==> config.mk <==
export PLATFORM = sky130hd
export DESIGN_NAME = wb_regfile
export DESIGN_NICKNAME = d
export VERILOG_FILES = /design/src/rtl/wb_regfile_pkg.sv /design/src/rtl/wb_regfile_state_reg.sv /design/src/rtl/wb_regfile.sv
export SDC_FILE = /design/constraint.sdc
export NUM_CORES = 1
export LEC_CHECK = 0
export BUFFER_PORTS_ARGS = -buffer_cell sky130_fd_sc_hd__buf_2
export CORE_MARGIN = 5
export CORE_UTILIZATION = 35
export CTS_CLUSTER_DIAMETER = 150
export CTS_CLUSTER_SIZE = 10
export DETAILED_ROUTE_END_ITERATION = 10
export HOLD_SLACK_MARGIN = 0.05
export PLACE_DENSITY = 0.56
export RECOVER_POWER = 50
export SYNTH_ARGS = -nofsm -noshare
export SYNTH_HDL_FRONTEND = slang
export SYNTH_SLANG_ARGS = --single-unit
export TNS_END_PERCENT = 5
==> constraint.sdc <==
create_clock -name clk -period 1.5 [get_ports clk]
set_input_delay 0 -clock clk [delete_from_list [all_inputs] [get_ports clk]]
set_output_delay 0 -clock clk [all_outputs]
set_load 0.05 [all_outputs]
==> src/rtl/wb_regfile_pkg.sv <==
// Shared widths and register-select type for the writeback register file,
// the MEM/WB stage and the hazard logic.
package wb_regfile_pkg;

  localparam int DATA_W   = 16;
  localparam int ADDR_W   = 4;
  localparam int NUM_REGS = 16;

  localparam logic [ADDR_W-1:0] ZERO_REG = 4'h0;

  typedef logic [ADDR_W-1:0] reg_sel_t;

endpackage

==> src/rtl/wb_regfile_state_reg.sv <==
// Enabled state register with synchronous active-high clear; one instance
// holds one architectural register.
module state_reg #(
  parameter int WIDTH = 16
) (
  input  logic             clk,
  input  logic             rst,
  input  logic             wen,
  input  logic [WIDTH-1:0] state_new,
  output logic [WIDTH-1:0] state_curr
);

  logic [WIDTH-1:0] r_state;

  // Clear has priority over a pending write.
  always_ff @(posedge clk) begin
    if (rst) begin
      r_state <= '0;
    end else if (wen) begin
      r_state <= state_new;
    end else begin
      r_state <= r_state;
    end
  end

  assign state_curr = r_state;

endmodule

==> src/rtl/wb_regfile.sv <==
// Architectural register file at the end of MEM/WB: R0 reads zero, two
// combinational read ports with same-cycle write-to-read bypass.
module wb_regfile #(
  parameter int DATA_W = wb_regfile_pkg::DATA_W,
  parameter int ADDR_W = wb_regfile_pkg::ADDR_W
) (
  input  logic              clk,
  input  logic              rst,
  input  logic              regwrite,
  input  logic [ADDR_W-1:0] reg_write_select,
  input  logic [DATA_W-1:0] reg_write_data,
  input  logic [ADDR_W-1:0] src_reg1,
  input  logic [ADDR_W-1:0] src_reg2,
  output logic [DATA_W-1:0] src_data1,
  output logic [DATA_W-1:0] src_data2
);

  import wb_regfile_pkg::*;

  localparam int NREGS = 2 ** ADDR_W;
  localparam logic [ADDR_W-1:0] W_ZERO = ADDR_W'(ZERO_REG);

  logic [DATA_W-1:0] w_entry [NREGS];
  logic [NREGS-1:1]  w_wen;
  logic [DATA_W-1:0] w_rd1;
  logic [DATA_W-1:0] w_rd2;

  // Zero-force, then bypass, then storage; R0 is never bypassed.
  function automatic logic [DATA_W-1:0] read_mux(
    input logic              rst_i,
    input logic [ADDR_W-1:0] src,
    input logic              we,
    input logic [ADDR_W-1:0] wsel,
    input logic [DATA_W-1:0] wdata,
    input logic [DATA_W-1:0] stored
  );
    logic [DATA_W-1:0] v;
    if (rst_i || (src == W_ZERO)) begin
      v = '0;
    end else if (we && (wsel == src)) begin
      v = wdata;
    end else begin
      v = stored;
    end
    return v;
  endfunction

  assign w_entry[0] = '0;

  for (genvar i = 1; i < NREGS; i++) begin : g_entry
    assign w_wen[i] = regwrite && (reg_write_select == ADDR_W'(i));

    state_reg #(.WIDTH(DATA_W)) u_state_reg (
      .clk        (clk),
      .rst        (rst),
      .wen        (w_wen[i]),
      .state_new  (reg_write_data),
      .state_curr (w_entry[i])
    );
  end

  // Read port muxes.
  always_comb begin
    w_rd1 = read_mux(rst, src_reg1, regwrite, reg_write_select, reg_write_data, w_entry[src_reg1]);
    w_rd2 = read_mux(rst, src_reg2, regwrite, reg_write_select, reg_write_data, w_entry[src_reg2]);
  end

  assign src_data1 = w_rd1;
  assign src_data2 = w_rd2;

endmodule

==> results.yml <==
global_route:
  grt_pass1_vias: 11771
  gr-total-overflow: 0
  track_usage: 0.228
  grt_pass1_wl_um: 73300
  grt_max_degree: 241
  antenna_found_initial: 0
worst_setup_path:
  cp.arrival_ns: 2.13
  cp_slowest_cell: "mux4_2"
  worstSetupStartpointType: "flop"
  path_cells: "mux4_2, mux2i_1, buf_4, o211a_1, a21oi_2, buf_6"
  required_ns: 1.50
  cp_max_fo: 3
  max_stage_delay_ns: 0.47
  cp-end-kind: "output port"
  worstSetupPathType: "flop to output port"
  worstRegToRegCells: 3
clocking:
  clk-insertion-delay-late_ns: 0.54
  post_cts_buffers: 0
  clk_path_buf_depth: 3
  root_buffer: "clkbuf_16"
  htree_levels: 1
  cts_buffers: 27
  cts_tree: "yes"
  cts.sinks: 240
  clk_pin_slew_ns: 0.05
yosys:
  yosysUniqueCellTypes: 48
  ys.flop_type: "dfxtp_1"
  synth_nets: 1558
  netlist_instances: 1527
  yosysWarnings: 0
  synth_seq_cells: 240
  synth-edff-count: 0
  syn_area_per_cell_um2: 8.62
  yosysTopAreaCellShare: 0.365
  yosys-top-cells-area: "dfxtp_1, nand2_1, mux4_2, a21oi_1, mux2_2"
  ys_async_sr_fraction: 0
  syn_area_um2: 13200
  synth.yosys.seq_area_share: 0.365
  synth_top_area_cell: "dfxtp_1"
place:
  io_buffers: 62
  dpl_cell_area_um2: 15300
  gp_congestion: 0.872
  dp_hpwl_um: 31700
  pre_cts_ws_ns: -0.437
job:
  drv_cap: 0
timing:
  fin_tns_setup_ns: -17.20
  setup_viol: 47
  worstMarginPinSlew_ns: 1.20
  whs_ns: 0.141
  slew_headroom: 0.197
  fmax_mhz: 470
  hold_viol: 0
  finalCriticalPeriod_ns: 2.13
  period_share: 1.42
  rsz0062_at_grt: "yes"
  final.setup.worst_slack_ns: -0.627
  fin_skew_ns: 0
  slew_violations: 0
final_layout:
  antennaDiodeCount: 0
  multiInputGateArea_um2: 7970
  final_cell_area_um2: 16500
  regArea_um2: 4850
  drive_gt1_frac: 0.313
  largest_reg_flops: 240
  nets: 1664
  syn_to_final_growth_pct: 25.5
  final_core_util: 0.442
  n_fill_cell: 3565
floorplan:
  ioPinCount: 63
  die_w_um: 204
  core_um2: 37400
  die_area_um2: 41600
  fp-row-count: 71
  start_util: 0.352
  die_h_um: 204
route:
  drt-wirelength-per-cell_um: 22.6
  drt_first_pass_iters: 5
  vias: 12026
  wirelength_um: 48500
  drcViolationCount: 0
  drt_iter0_drc: 1349
  drtAntennaViolNets: 0
  vias_per_cell: 5.61
power:
  ir_worst_vdd_mv: 0.595
  power.leakage_nw: 5.62
  power.density_nw_per_um2: 864
status:
  status: "finished, violations left"
  violations: "setup timing"
min_path:
  worst_hold_path_type: "primary input to flop"
  whs_path_depth: 6
where the power goes:
part	leakage [nW]	internal, mW	switching [mW]
combinational	3.32	0.786	1.23
sequential	1.96	6.46	0.0577
clock	0.343	3.17	2.57
cell usage in the layout (no fill, tap or decap), types with 4 or more instances in the layout:
cell type | netlist | final
a21oi_2 | 5 | 11
mux2_4 | 12 | 26
buf_6 | 9 | 19
nor2_1 | 4 | 4
o31ai_1 | 32 | 32
clkbuf_16 | 0 | 27
mux2i_1 | 16 | 12
dfxtp_1 | 240 | 202
a31oi_2 | 0 | 6
nor2b_1 | 4 | 4
o211a_4 | 0 | 4
o211a_1 | 15 | 11
a221o_1 | 15 | 15
nor2_2 | 6 | 6
a222oi_1 | 15 | 15
o21ai_2 | 0 | 6
a31oi_4 | 0 | 10
a21oi_1 | 251 | 245
buf_4 | 8 | 115
buf_12 | 2 | 45
nand3_1 | 4 | 4
xnor2_1 | 8 | 8
nand2_2 | 2 | 8
nand2_1 | 518 | 507
clkbuf_1 | 85 | 5
mux4_2 | 80 | 80
dfxtp_2 | 0 | 38
mux2i_4 | 0 | 4
nand2b_1 | 3 | 4
nor3_2 | 7 | 7
clkbuf_4 | 0 | 5
clkbuf_2 | 0 | 6
dlygate4sd3_1 | 0 | 16
o21ai_1 | 0 | 7
buf_2 | 54 | 26
or3_1 | 6 | 6
mux2_2 | 55 | 43
mux2_1 | 13 | 11
nand2_4 | 0 | 5
logic make-up (layout without fill, tap and decap cells):
family / count (synthesis) / after routing / share of synthesized area
AND/OR/NAND/NOR: 574 / 574 / 0.181
AO/OA/AOI/OAI: 367 / 367 / 0.167
flip-flops: 240 / 240 / 0.365
multiplexers: 176 / 176 / 0.221
buffers and inverters: 162 / 267 / 0.0612
XOR/XNOR: 8 / 8 / 0.00532
path summary, 6_finish.rpt:
kind                                                                           from                                                  end  slack, ns
worst max-delay path            g_entry[15].u_state_reg.state_curr[12]$_SDFFE_PP0P_                                        src_data2[12]      -0.63
worst max register to register    g_entry[4].u_state_reg.state_curr[4]$_SDFFE_PP0P_    g_entry[4].u_state_reg.state_curr[4]$_SDFFE_PP0P_       0.75
worst min register to register  g_entry[15].u_state_reg.state_curr[11]$_SDFFE_PP0P_  g_entry[15].u_state_reg.state_curr[11]$_SDFFE_PP0P_       0.46
worst min-delay path                                            reg_write_select[0]   g_entry[2].u_state_reg.state_curr[10]$_SDFFE_PP0P_       0.14
metrics by stage:
stage                     power, mW  std cells
final                          14.3       2143
after global routing           14.7       2143
after CTS                      14.3       2143
after detailed placement       8.54       2099
after global placement         8.52       2099
after floorplan                7.76       1527
per-layer routing:
metal	wire length, um	track usage
met1	20200	0.307
met2	23200	0.385
met3	3670	0.0301
met4	1470	0.0663
met5	0	0
Yosys cell counts, types with 5 or more instances:
master / number
nand2_1: 518
a21oi_1: 251
dfxtp_1: 240
clkbuf_1: 85
mux4_2: 80
mux2_2: 55
buf_2: 54
o31ai_1: 32
a31oi_1: 16
mux2i_1: 16
a221o_1: 15
a222oi_1: 15
o211a_1: 15
o21ai_0: 15
mux2_1: 13
mux2_4: 12
buf_6: 9
buf_4: 8
xnor2_1: 8
nor3_2: 7
nor2_2: 6
or3_1: 6
a21oi_2: 5
area by class of cell:
class	count	area share
Clock buffer	27	0.0409
Tap cell	511	0.0387
Inverter	2	0.000454
Multi-Input combinational cell	1125	0.483
Timing Repair Buffer	237	0.143
Sequential cell	240	0.294
Clock inverter	1	0.00121
timing repair:
item	CTS	global route
pin swaps	14	8
resized for setup	117	39
endpoints found under the setup margin	32	32
hold buffers	16	0
endpoints found under the hold margin	240	0
critical path: cells and delay by family, from the launching register on:
kind / cells / cell delay (ns)
buffers and inverters: 2 / 0.32
DFF: 1 / 0.32
muxes: 2 / 0.68
AOI/OAI and AO/OA: 2 / 0.25
No activity file was read; power rests on OpenSTA's default activity.
